## src/rtl/fetch_ctrl_if.sv

```systemverilog
// Bundle of every signal exchanged between the fetch sequencing controller and
// its environment (redirect resolvers, backend, debug/halt logic and the fetch
// wrapper). The controller connects through the slave modport; whoever drives
// the requests and consumes the fetch-wrapper controls uses the master modport.
// Optional performance counter outputs exist only when FETCH_CTRL_PERF_EN is
// defined.
interface fetch_ctrl_if #(
   parameter int INST_ADDR_WIDTH = 32,
   parameter int CNT_WIDTH       = 32
);

   // Requests into the controller
   logic                       backend_stall;
   logic                       sb_redirect;
   logic [INST_ADDR_WIDTH-1:0] sb_target;
   logic                       uj_redirect;
   logic [INST_ADDR_WIDTH-1:0] uj_target;
   logic                       jalr_redirect;
   logic [INST_ADDR_WIDTH-1:0] jalr_target;
   logic                       halt_req;
   logic                       resume;

   // Controls towards the fetch wrapper and debug visibility
   logic [1:0]                 next_pc_sel;
   logic [INST_ADDR_WIDTH-1:0] SB_Type_addr;
   logic [INST_ADDR_WIDTH-1:0] UJ_Type_addr;
   logic [INST_ADDR_WIDTH-1:0] JALR_Type_addr;
   logic                       ifu_stall;
   logic                       fetch_valid;
   logic [2:0]                 ctrl_state;

`ifdef FETCH_CTRL_PERF_EN
   logic [CNT_WIDTH-1:0]       perf_stall_cycles;
   logic [CNT_WIDTH-1:0]       perf_redirects;
   logic [CNT_WIDTH-1:0]       perf_flush_cycles;
`endif

   modport master (
      output backend_stall,
      output sb_redirect,
      output sb_target,
      output uj_redirect,
      output uj_target,
      output jalr_redirect,
      output jalr_target,
      output halt_req,
      output resume,
      input  next_pc_sel,
      input  SB_Type_addr,
      input  UJ_Type_addr,
      input  JALR_Type_addr,
      input  ifu_stall,
      input  fetch_valid,
      input  ctrl_state
`ifdef FETCH_CTRL_PERF_EN
      ,
      input  perf_stall_cycles,
      input  perf_redirects,
      input  perf_flush_cycles
`endif
   );

   modport slave (
      input  backend_stall,
      input  sb_redirect,
      input  sb_target,
      input  uj_redirect,
      input  uj_target,
      input  jalr_redirect,
      input  jalr_target,
      input  halt_req,
      input  resume,
      output next_pc_sel,
      output SB_Type_addr,
      output UJ_Type_addr,
      output JALR_Type_addr,
      output ifu_stall,
      output fetch_valid,
      output ctrl_state
`ifdef FETCH_CTRL_PERF_EN
      ,
      output perf_stall_cycles,
      output perf_redirects,
      output perf_flush_cycles
`endif
   );

endinterface

```

## src/rtl/fetch_ctrl.sv

```systemverilog
// Instruction-fetch sequencing controller.
// Merges branch/JAL/JALR redirects, backend back-pressure and halt/resume into
// a single PC-update decision per cycle, and inserts flush bubbles after every
// accepted redirect so wrong-path instructions never show up as valid.
// States: RST_WAIT holds fetch after reset, RUN fetches sequentially, FLUSH
// drains wrong-path bubbles, HALT parks fetch until resume.
// Optional feature: define FETCH_CTRL_PERF_EN to add three performance
// counters (stall cycles, accepted redirects, flush cycles).
module fetch_ctrl #(
   parameter int INST_ADDR_WIDTH = 32,
   parameter int FLUSH_CYCLES    = 1,
   parameter int RESET_HOLD      = 2,
   parameter int CNT_WIDTH       = 32
) (
   input logic         clk,
   input logic         reset,
   fetch_ctrl_if.slave bus
);

   typedef enum logic [2:0] {
      RST_WAIT = 3'd0,
      RUN      = 3'd1,
      FLUSH    = 3'd2,
      HALT     = 3'd3
   } state_t;

   localparam logic [1:0] SEL_PC4  = 2'd0;
   localparam logic [1:0] SEL_SB   = 2'd1;
   localparam logic [1:0] SEL_UJ   = 2'd2;
   localparam logic [1:0] SEL_JALR = 2'd3;

   localparam logic [2:0] FLUSH_LOAD = 3'(FLUSH_CYCLES - 1);
   localparam logic [3:0] HOLD_LOAD  = 4'(RESET_HOLD - 1);

   // Parameter sanity: the counters are sized for these ranges only.
   if (FLUSH_CYCLES < 1 || FLUSH_CYCLES > 7) begin : g_bad_flush_cycles
      $error("fetch_ctrl: FLUSH_CYCLES must be within 1..7");
   end
   if (RESET_HOLD < 1 || RESET_HOLD > 15) begin : g_bad_reset_hold
      $error("fetch_ctrl: RESET_HOLD must be within 1..15");
   end
   if (INST_ADDR_WIDTH < 2) begin : g_bad_addr_width
      $error("fetch_ctrl: INST_ADDR_WIDTH must be at least 2");
   end
   if (CNT_WIDTH < 1) begin : g_bad_cnt_width
      $error("fetch_ctrl: CNT_WIDTH must be at least 1");
   end

   state_t     state;
   state_t     state_nxt;
   logic [3:0] hold_cnt;
   logic [3:0] hold_nxt;
   logic [2:0] flush_cnt;
   logic [2:0] flush_nxt;
   logic       valid_q;
   logic       valid_nxt;

   logic       redirect_req;
   logic [1:0] redirect_sel;
   logic       live_state;
   logic       halt_take;
   logic       accept;
   logic [1:0] pc_sel;
   logic       stall;

   logic [INST_ADDR_WIDTH-1:0] sb_addr;
   logic [INST_ADDR_WIDTH-1:0] uj_addr;
   logic [INST_ADDR_WIDTH-1:0] jalr_addr;

   // Fixed-priority redirect arbitration: JALR wins over SB, SB over UJ.
   // Losers are simply dropped; ordering between older and younger
   // instructions is the resolver's job, not ours.
   always_comb begin
      redirect_req = 1'b0;
      redirect_sel = SEL_PC4;
      if (bus.jalr_redirect) begin
         redirect_req = 1'b1;
         redirect_sel = SEL_JALR;
      end else if (bus.sb_redirect) begin
         redirect_req = 1'b1;
         redirect_sel = SEL_SB;
      end else if (bus.uj_redirect) begin
         redirect_req = 1'b1;
         redirect_sel = SEL_UJ;
      end
   end

   // Redirects and halts are only honoured while fetch is live; a halt
   // request in the same cycle suppresses the redirect entirely.
   always_comb begin
      live_state = (state == RUN) || (state == FLUSH);
      halt_take  = live_state && bus.halt_req;
      accept     = live_state && !bus.halt_req && redirect_req;
   end

   // Fetch-wrapper controls: an accepted redirect forces the PC update
   // through even under back-pressure, otherwise live states follow the
   // backend and all other states keep fetch frozen.
   always_comb begin
      pc_sel = SEL_PC4;
      stall  = 1'b1;
      case (state)
         RUN, FLUSH: begin
            if (accept) begin
               pc_sel = redirect_sel;
               stall  = 1'b0;
            end else begin
               stall  = bus.backend_stall;
            end
         end
         default: begin
            pc_sel = SEL_PC4;
            stall  = 1'b1;
         end
      endcase
   end

   // Next-state, counter and valid-bit decisions for the coming edge.
   always_comb begin
      state_nxt = state;
      hold_nxt  = hold_cnt;
      flush_nxt = flush_cnt;
      valid_nxt = valid_q;
      case (state)
         RST_WAIT: begin
            valid_nxt = 1'b0;
            if (hold_cnt == 4'd0) begin
               state_nxt = RUN;
            end else begin
               hold_nxt = hold_cnt - 4'd1;
            end
         end
         RUN: begin
            if (halt_take) begin
               state_nxt = HALT;
               valid_nxt = 1'b0;
            end else if (accept) begin
               state_nxt = FLUSH;
               flush_nxt = FLUSH_LOAD;
               valid_nxt = 1'b0;
            end else if (!stall) begin
               valid_nxt = 1'b1;
            end
         end
         FLUSH: begin
            valid_nxt = 1'b0;
            if (halt_take) begin
               state_nxt = HALT;
            end else if (accept) begin
               flush_nxt = FLUSH_LOAD;
            end else if (!stall) begin
               if (flush_cnt == 3'd0) begin
                  state_nxt = RUN;
                  valid_nxt = 1'b1;
               end else begin
                  flush_nxt = flush_cnt - 3'd1;
               end
            end
         end
         HALT: begin
            valid_nxt = 1'b0;
            if (bus.resume && !bus.halt_req) begin
               state_nxt = FLUSH;
               flush_nxt = FLUSH_LOAD;
            end
         end
         default: begin
            state_nxt = RST_WAIT;
            hold_nxt  = HOLD_LOAD;
            flush_nxt = 3'd0;
            valid_nxt = 1'b0;
         end
      endcase
   end

   // State register; reset discards any pending redirect and both counters.
   always_ff @(posedge clk) begin
      if (reset) begin
         state     <= RST_WAIT;
         hold_cnt  <= HOLD_LOAD;
         flush_cnt <= 3'd0;
         valid_q   <= 1'b0;
      end else begin
         state     <= state_nxt;
         hold_cnt  <= hold_nxt;
         flush_cnt <= flush_nxt;
         valid_q   <= valid_nxt;
      end
   end

   assign sb_addr   = bus.sb_target;
   assign uj_addr   = bus.uj_target;
   assign jalr_addr = bus.jalr_target;

   assign bus.SB_Type_addr   = sb_addr;
   assign bus.UJ_Type_addr   = uj_addr;
   assign bus.JALR_Type_addr = jalr_addr;
   assign bus.next_pc_sel    = pc_sel;
   assign bus.ifu_stall      = stall;
   assign bus.fetch_valid    = valid_q;
   assign bus.ctrl_state     = state;

`ifdef FETCH_CTRL_PERF_EN
   logic [CNT_WIDTH-1:0] stall_cycles_q;
   logic [CNT_WIDTH-1:0] redirects_q;
   logic [CNT_WIDTH-1:0] flush_cycles_q;

   // Free-running event counters, wrapping naturally at 2^CNT_WIDTH.
   always_ff @(posedge clk) begin
      if (reset) begin
         stall_cycles_q <= '0;
         redirects_q    <= '0;
         flush_cycles_q <= '0;
      end else begin
         if (live_state && stall) begin
            stall_cycles_q <= stall_cycles_q + 1'b1;
         end
         if (accept) begin
            redirects_q <= redirects_q + 1'b1;
         end
         if (state == FLUSH) begin
            flush_cycles_q <= flush_cycles_q + 1'b1;
         end
      end
   end

   assign bus.perf_stall_cycles = stall_cycles_q;
   assign bus.perf_redirects    = redirects_q;
   assign bus.perf_flush_cycles = flush_cycles_q;
`endif

endmodule

```

## src/flat_wrapper.sv

```systemverilog
// flat-port wrapper written by rule: the top's interface ports become plain ports
module fetch_ctrl_flat 
#(
   parameter int INST_ADDR_WIDTH = 32,
   parameter int FLUSH_CYCLES    = 1,
   parameter int RESET_HOLD      = 2,
   parameter int CNT_WIDTH       = 32
)
  (clk, reset, bus_backend_stall, bus_sb_redirect, bus_sb_target, bus_uj_redirect, bus_uj_target, bus_jalr_redirect, bus_jalr_target, bus_halt_req, bus_resume, bus_next_pc_sel, bus_SB_Type_addr, bus_UJ_Type_addr, bus_JALR_Type_addr, bus_ifu_stall, bus_fetch_valid, bus_ctrl_state);
  fetch_ctrl_if #(.INST_ADDR_WIDTH(INST_ADDR_WIDTH), .CNT_WIDTH(CNT_WIDTH)) bus_i ();
  input logic clk;
  input logic reset;
  input wire logic [$bits(bus_i.backend_stall)-1:0] bus_backend_stall;
  input wire logic [$bits(bus_i.sb_redirect)-1:0] bus_sb_redirect;
  input wire logic [$bits(bus_i.sb_target)-1:0] bus_sb_target;
  input wire logic [$bits(bus_i.uj_redirect)-1:0] bus_uj_redirect;
  input wire logic [$bits(bus_i.uj_target)-1:0] bus_uj_target;
  input wire logic [$bits(bus_i.jalr_redirect)-1:0] bus_jalr_redirect;
  input wire logic [$bits(bus_i.jalr_target)-1:0] bus_jalr_target;
  input wire logic [$bits(bus_i.halt_req)-1:0] bus_halt_req;
  input wire logic [$bits(bus_i.resume)-1:0] bus_resume;
  output wire logic [$bits(bus_i.next_pc_sel)-1:0] bus_next_pc_sel;
  output wire logic [$bits(bus_i.SB_Type_addr)-1:0] bus_SB_Type_addr;
  output wire logic [$bits(bus_i.UJ_Type_addr)-1:0] bus_UJ_Type_addr;
  output wire logic [$bits(bus_i.JALR_Type_addr)-1:0] bus_JALR_Type_addr;
  output wire logic [$bits(bus_i.ifu_stall)-1:0] bus_ifu_stall;
  output wire logic [$bits(bus_i.fetch_valid)-1:0] bus_fetch_valid;
  output wire logic [$bits(bus_i.ctrl_state)-1:0] bus_ctrl_state;
  assign bus_i.backend_stall = bus_backend_stall;
  assign bus_i.sb_redirect = bus_sb_redirect;
  assign bus_i.sb_target = bus_sb_target;
  assign bus_i.uj_redirect = bus_uj_redirect;
  assign bus_i.uj_target = bus_uj_target;
  assign bus_i.jalr_redirect = bus_jalr_redirect;
  assign bus_i.jalr_target = bus_jalr_target;
  assign bus_i.halt_req = bus_halt_req;
  assign bus_i.resume = bus_resume;
  assign bus_next_pc_sel = bus_i.next_pc_sel;
  assign bus_SB_Type_addr = bus_i.SB_Type_addr;
  assign bus_UJ_Type_addr = bus_i.UJ_Type_addr;
  assign bus_JALR_Type_addr = bus_i.JALR_Type_addr;
  assign bus_ifu_stall = bus_i.ifu_stall;
  assign bus_fetch_valid = bus_i.fetch_valid;
  assign bus_ctrl_state = bus_i.ctrl_state;
  fetch_ctrl #(.INST_ADDR_WIDTH(INST_ADDR_WIDTH), .FLUSH_CYCLES(FLUSH_CYCLES), .RESET_HOLD(RESET_HOLD), .CNT_WIDTH(CNT_WIDTH)) u_core (.clk(clk), .reset(reset), .bus(bus_i));
endmodule
```

## config.mk

```make
export PLATFORM = sky130hd
export DESIGN_NAME = fetch_ctrl_flat
export DESIGN_NICKNAME = d
export VERILOG_FILES = /design/src/rtl/fetch_ctrl_if.sv /design/src/rtl/fetch_ctrl.sv /design/src/flat_wrapper.sv
export SDC_FILE = /design/constraint.sdc
export NUM_CORES = 1
export LEC_CHECK = 0
export CAP_MARGIN = 20
export CORE_MARGIN = 3
export CORE_UTILIZATION = 26
export DETAILED_ROUTE_END_ITERATION = 8
export GPL_TIMING_DRIVEN = 0
export PLACE_DENSITY = 0.87
export SYNTH_ARGS = -nofsm -noshare
export SYNTH_HDL_FRONTEND = slang
export SYNTH_SLANG_ARGS = --single-unit
```

## constraint.sdc

```tcl
create_clock -name clk -period 4.7 [get_ports clk]
set_input_delay 0.705 -clock clk [delete_from_list [all_inputs] [get_ports clk]]
set_output_delay 0.705 -clock clk [all_outputs]
set_load 0.1 [all_outputs]
```

==> key figures, run 1 <==
CTS
  – Post CTS Setup Buffer Count: 0
  – CTS sink count: 10
  – Clk_lat worst skew: 0.24 ns
  – Clock tree buffer depth: 2
  – # H-tree levels: 1
  – CTS buffer count: 3
  – Hold-fix buffers, CTS: 0
  – CTS tree: yes
  – Clock Tree Root: clkbuf_8
  – PostCTS Resize Cnt: 0
  – Clk pin slew, worst setup/hold paths: ~0.050 ns

STA
  – Slew @ Worst Pin: 0.997 ns
  – Setup TNS: 0 ns
  – Final hold slack: slightly below 0.5 ns
  – Endpoints failing setup: 0
  – Clk_skew: roughly 0.0017 ns
  – Rel. slew slack: 33.3%
  – Final hold violations: 0
  – RSZ-0062 raised after global routing: no
  – Max Fclk: 270 MHz
  – Final period util: between 70% and 80%
  – Slew Viols, Final: 0
  – Tmin final: roughly 3.7 ns

Global routing
  – M1 GR Usage: about a tenth
  – M3 GR Usage: roughly 2.7%
  – Largest net degree at the start of global routing: 10
  – Grt met2 use: between 20 and 25%
  – All-Layer GR Usage: 11.3%
  – Initial antenna violation count: 0
  – Remaining Overflow, GRT: 0
  – Vias in the first global route: around 1400
  – Global route hottest layer: met2
  – First-pass GRT wire length: 5890 um

Setup path
  – Slowest-stage cell, CP: clkdlybuf4s50_1
  – Critical path class: input port to output port
  – CP Capture Type: output port
  – Max incr delay on CP: approximately 1.2 ns
  – Crit path depth: 5
  – CP Max Fanout: 4
  – Crit path max-delay family: buffers and inverters
  – CP bufs+invs: 2
  – Worst setup SP type: input port
  – R2R cell count: 6
  – Cell-by-cell trace of the critical path: clkdlybuf4s50_1 -> nor3_1 -> nor2_1 -> nor2_1 -> clkdlybuf4s50_1
  – Crit path DAT: roughly 3 ns
  – CP required: 3.99 ns
  – Flop-to-flop setup slack: about 2.7 ns

Logic synthesis
  – Syn_nets: 297
  – Post-synth EDFFs: 0
  – Synth Warn #: 0
  – Number of synthesized register bits: 10
  – Async set or reset register ratio after synthesis: 0%
  – Synth cell types: 36
  – Mapped Area: roughly 0.0015 mm2
  – Synth Instances: 184
  – Mean Syn Cell Area: 7.88 um2
  – Post-synthesis sequential area ratio: between 10% and 20%
  – Primary FF master, synth: dfxtp_1

Route
  – 1st-pass router iterations: 4
  – ANT nets after route: 0
  – Vias per cell: ~4.1
  – Vias: roughly 1500
  – Drt drc: 0
  – Drt wl/cell: between 10 and 15 um
  – WL final: 4360 um
  – Initial drt markers: between 40 and 50

Die
  – DIE AREA: approximately 0.0065 mm2
  – # rows: 26
  – Core Area: 0.00524 mm2
  – Initial Util: roughly 28%
  – Die Span X: approximately 80 um
  – Ports: 207
  – Die Y: 80.7 um

Placed design
  – I/O Buffers: around 110
  – Dpl hpwl: 3900 um
  – Post-Place Cells: 362
  – Gpl congestion: slightly below 0.8
  – DP Area: roughly 0.0026 mm2

Cells and area
  – Fin cells: between 300 and 400
  – Fin area: between 0.002 and 0.003 mm2
  – Area Overhead vs Synth: 84.4%
  – ANT cells: 0
  – Reg area: roughly 200 um2
  – Area of the multi-input gates: around 480 um2
  – Most common cell after layout, fill and taps aside: clkdlybuf4s50_1
  – Net count, final: 410
  – Commonest non-fill, non-tap cells in the layout: clkdlybuf4s50_1, buf_4, inv_1
  – Share of cells above drive strength 1: between 30% and 40%
  – # fillers: around 480

Status
  – Status: finished, final reports clean

Run
  – Max Cap Violations: 0

Power and ir drop
  – Total power: roughly 1.1 mW
  – Maximum VDD drop: 0.209 mV
  – Static leakage: ~1.2 nW
  – Power per cell area: between 400 and 500 mW/mm2

Hold path
  – Hold depth: 2
  – Hold Path Class: flip-flop to flip-flop
[layout make-up]
type                       instances  share of cell area [%]
multi-input combinational         65                    17.8
timing repair buffer             108                    40.4
inverter                          11                    1.54
clock buffer                       4                    2.06
buffer                            98                    27.4
tap                               70                    3.28
sequential                        10                    7.49
[synthesized netlist by cell type, drive strengths merged, types with 2 or more instances]
| library cell | count | share of area, % |
|---|---|---|
| or3b | 3 | 2.0 |
| ha | 9 | 7.8 |
| o21ai | 4 | 1.4 |
| o32ai | 2 | 1.2 |
| nand2 | 5 | 1.3 |
| o2111ai | 2 | 1.2 |
| a21oi | 6 | 2.1 |
| inv | 11 | 2.8 |
| dfxtp | 10 | 14 |
| a21bo | 2 | 1.4 |
| nor2 | 8 | 2.1 |
| a221oi | 2 | 1.6 |
| nor3 | 2 | 0.69 |
| a2bb2oi | 2 | 1.2 |
| nand2b | 3 | 1.3 |
| buf | 97 | 50 |
[cell families after synthesis]
kind of cell / Yosys count / synth area share (%)
compound gates: 28 / 14.7
fa+ha+maj: 9 / 7.77
buf+inv: 109 / 53.3
flops: 10 / 13.8
other cells: 1 / 0.259
simple gates: 27 / 10.2
[worst paths after layout]
path	from	end
worst min-delay path	u_core.flush_cnt[1]$_SDFFE_PP0P_	u_core.flush_cnt[1]$_SDFFE_PP0P_
worst min register to register	u_core.flush_cnt[1]$_SDFFE_PP0P_	u_core.flush_cnt[1]$_SDFFE_PP0P_
worst max register to register	u_core.bus.ctrl_state[1]$_SDFFE_PP0P_	u_core.bus.ctrl_state[1]$_SDFFE_PP0P_
worst max-delay path	bus_jalr_redirect	bus_ifu_stall
[stage by stage]
step | utilization [%] | setup slack (ns)
2_1_floorplan | - | 0.869
3_3_place_gp | 50.0 | 1.01
3_5_place_dp | 50.0 | 0.994
4_1_cts | 51.1 | 0.982
5_1_grt | 51.1 | 0.830
6_report | 51.1 | 0.996
[layer usage]
metal,vias to the layer above,part of all wire (%)
li1,735,-
met1,665,30
met2,108,55
met3,6,13
met4,0,1.4
met5,-,0
[flip-flops by register name (all words and copies together), names as in the netlist]
| signal | count |
|---|---|
| u_core.bus.fetch_valid | 1 |
| u_core.flush_cnt | 3 |
| u_core.hold_cnt | 4 |
| u_core.bus.ctrl_state | 2 |
[worst register-to-register path, stage by stage (launching register included)]
cell	delay [ns]
dfxtp_1	0.38
inv_1	0.12
ha_1	0.42
nor2b_1	0.25
a31oi_1	0.14
or3_4	0.36
a221oi_2	0.26
[power breakdown]
group	internal, mW	total [mW]	switching [mW]
Sequential	0.106	0.123	0.0172
Combinational	0.261	0.867	0.606
Clock	0.0742	0.114	0.0399
No activity file was read; power rests on OpenSTA's default activity.
==> run 2, diff against run 1 <==
- CORE_UTILIZATION: 26 -> 22
- PLACE_DENSITY: 0.87 -> 0.78
- clock period: 4.7 -> 3.1 ns (I/O delays scaled with it)
==> key figures, run 2 (synthesized netlist as in run 1, its figures left out) <==
Global routing
  – First-pass GRT wire length: 5890 um (-0.12%)
  – All-Layer GR Usage: 9.29% (-2.0 points)
  – Vias in the first global route: 1380 (-2.0%)
  – Initial antenna violation count: 0 (unchanged)
  – Largest net degree at the start of global routing: 10 (unchanged)
  – Remaining Overflow, GRT: 0 (unchanged)

Cells and area
  – ANT cells: 0 (unchanged)
  – Largest register by flop count: u_core.hold_cnt
  – Area Overhead vs Synth: 85.2%
  – Number of flip-flops in the largest register: 4 (unchanged)
  – Share of cells above drive strength 1: 36.1% (+0.34 points)
  – Fin cells: 371 (+1.4%)
  – Commonest non-fill, non-tap cells in the layout: clkdlybuf4s50_1, buf_4, inv_1
  – # fillers: 598 (+25%)
  – Most common cell after layout, fill and taps aside: clkdlybuf4s50_1
  – Net count, final: 410 (unchanged)

Placed design
  – Dpl hpwl: 3870 um (-0.91%)
  – I/O Buffers: 108 (unchanged)
  – Worst slack at placement: -0.0933 ns (-1.09 ns)
  – Post-Place Cells: 367 (+1.4%)
  – Gpl congestion: 0.762 (-0.96%)

CTS
  – # H-tree levels: 1 (unchanged)
  – Clk pin slew, worst setup/hold paths: 0.05 ns (about the same)
  – CTS tree: yes
  – CTS buffer count: 3 (unchanged)
  – CTS sink count: 10 (unchanged)
  – Clock tree buffer depth: 2 (unchanged)
  – Clk_lat worst skew: 0.23 ns (about the same)
  – Clock Tree Root: clkbuf_8

Die
  – # rows: 28 (+7.7%)
  – Initial Util: 23.5% (-4.2 points)
  – Core Area: 0.00617 mm2 (+18%)
  – Die Span X: 87.2 um (+8.1%)
  – Die Y: 87.2 um (+8.1%)
  – Ports: 207 (unchanged)
  – DIE AREA: 0.00760 mm2 (+17%)

Power and ir drop
  – Static leakage: 1.25 nW (+2.8%)
  – NetSw: 1.00 mW (+51%)
  – Maximum VDD drop: 0.477 mV (+130%)
  – Power share of the clock group: 10.0% (-0.3 points)
  – Gate power share: 78.9% (+0.4 points)
  – Switching Fraction: 60.1% (+0.073 points)
  – Seq pwr share: 11.1% (about the same)
  – Power per cell area: 621 mW/mm2 (+50%)
  – Pint: 0.665 mW (+51%)

Setup path
  – CP Max Fanout: 4 (unchanged)
  – Cell-by-cell trace of the critical path: clkdlybuf4s50_1 -> nor3_1 -> nor2_1 -> nor2_2 -> dlygate4sd2_1
  – CP bufs+invs: 2 (unchanged)
  – Critical path class: input port to output port
  – Crit path max-delay family: buffers and inverters
  – CP required: 2.63 ns (-1.36 ns)
  – Crit path DAT: 2.49 ns (-0.51 ns)
  – Max incr delay on CP: 0.87 ns (-0.29 ns)
  – Worst setup SP type: input port
  – Slowest-stage cell, CP: dlygate4sd2_1
  – CP Capture Type: output port

Route
  – Vias: 1462 (-3.4%)
  – WL final: 4340 um (-0.55%)
  – Initial drt markers: 27 (-45%)
  – Drt drc: 0 (unchanged)
  – Vias per cell: 3.94 (-4.7%)
  – 1st-pass router iterations: 4 (unchanged)
  – ANT nets after route: 0 (unchanged)
  – Drt wl/cell: 11.7 um (-1.9%)

STA
  – Endpoints failing setup: 0 (unchanged)
  – Max Fclk: 339 MHz
  – Tmin final: between 2 and 3 ns
  – Worst path setup slack after routing: 0.149 ns (-0.847 ns)
  – Slew @ Worst Pin: 1.01 ns (+0.0171 ns)
  – Final period util: 95.2%
  – RSZ-0062 raised after global routing: no
  – Clk_skew: 0.00331 ns (+0.00164 ns)
  – Final hold violations: 0 (unchanged)
  – Final hold slack: 0.487 ns (-0.00578 ns)
  – Rel. slew slack: 32.2% (-1.1 points)
  – Slew Viols, Final: 0 (unchanged)

Hold path
  – Hold Path Class: flip-flop to flip-flop

Run
  – Max Cap Violations: 0 (unchanged)

Status
  – Status: finished, final reports clean
[run 2: per-stage QoR]
step                utilization (%)  setup TNS (ns)  total power [mW]  cell area (um2)
finish                         43.6               0              1.67             2690
global route                   43.6               0              1.75             2690
CTS                            43.5               0              1.68             2680
detailed placement             42.6         -0.0933              1.51             2630
global placement               42.6         -0.0863              1.50             2630
floorplan                         -          -0.836              1.26             1450
[run 2: worst paths after layout]
path | start | to | slack (ns) | cells after the start
max | bus_sb_redirect | bus_ifu_stall | 0.15 | 5
min | u_core.hold_cnt[2]$_SDFFE_PP0P_ | u_core.hold_cnt[2]$_SDFFE_PP0P_ | 0.49 | 2
max reg2reg | u_core.bus.ctrl_state[1]$_SDFFE_PP0P_ | u_core.bus.ctrl_state[1]$_SDFFE_PP0P_ | 1.07 | 6
min reg2reg | u_core.hold_cnt[2]$_SDFFE_PP0P_ | u_core.hold_cnt[2]$_SDFFE_PP0P_ | 0.49 | 2
[run 2: worst reg2reg max path, cell delays in order, from the launching register on]
cell and delay (ns):
dfxtp_1 0.37, inv_1 0.11, ha_1 0.41, nor2b_1 0.28, a31oi_1 0.15, or3_4 0.36
a221oi_2 0.26
[run 2: layout make-up]
type	instances	area [um2]	share of cell area, %
buffer	98	732	27.2
multi-input combinational	65	479	17.8
timing repair buffer	108	1080	40.4
sequential	10	200	7.45
clock buffer	4	55.1	2.05
inverter	11	41.3	1.54
tap	75	93.8	3.49
[run 2: routing by layer]
metal,part of all wire [%],GRT usage [%],vias to the layer above
met3,14,2.37,0
met5,0,0,-
li1,-,-,732
met2,52,19.0,111
met1,33,9.34,619
met4,0,1.67,0
[run 2: repair_timing]
action / in CTS / in global routing
hold endpoints to repair: 0 / 0
buffers inserted: 0 / 0
gates resized for setup: 1 / 2
endpoints found under the setup margin: 1 / 2
cloned: 0 / 0
hold buffers: 0 / 0
[run 2: power groups by stage]
stage	clock network, mW	logic [mW]	registers, mW
finish	0.167	1.31	0.186
global route	0.176	1.38	0.191
CTS	0.171	1.32	0.186
detailed placement	0	1.32	0.188
global placement	0	1.31	0.187
floorplan	0	1.01	0.259
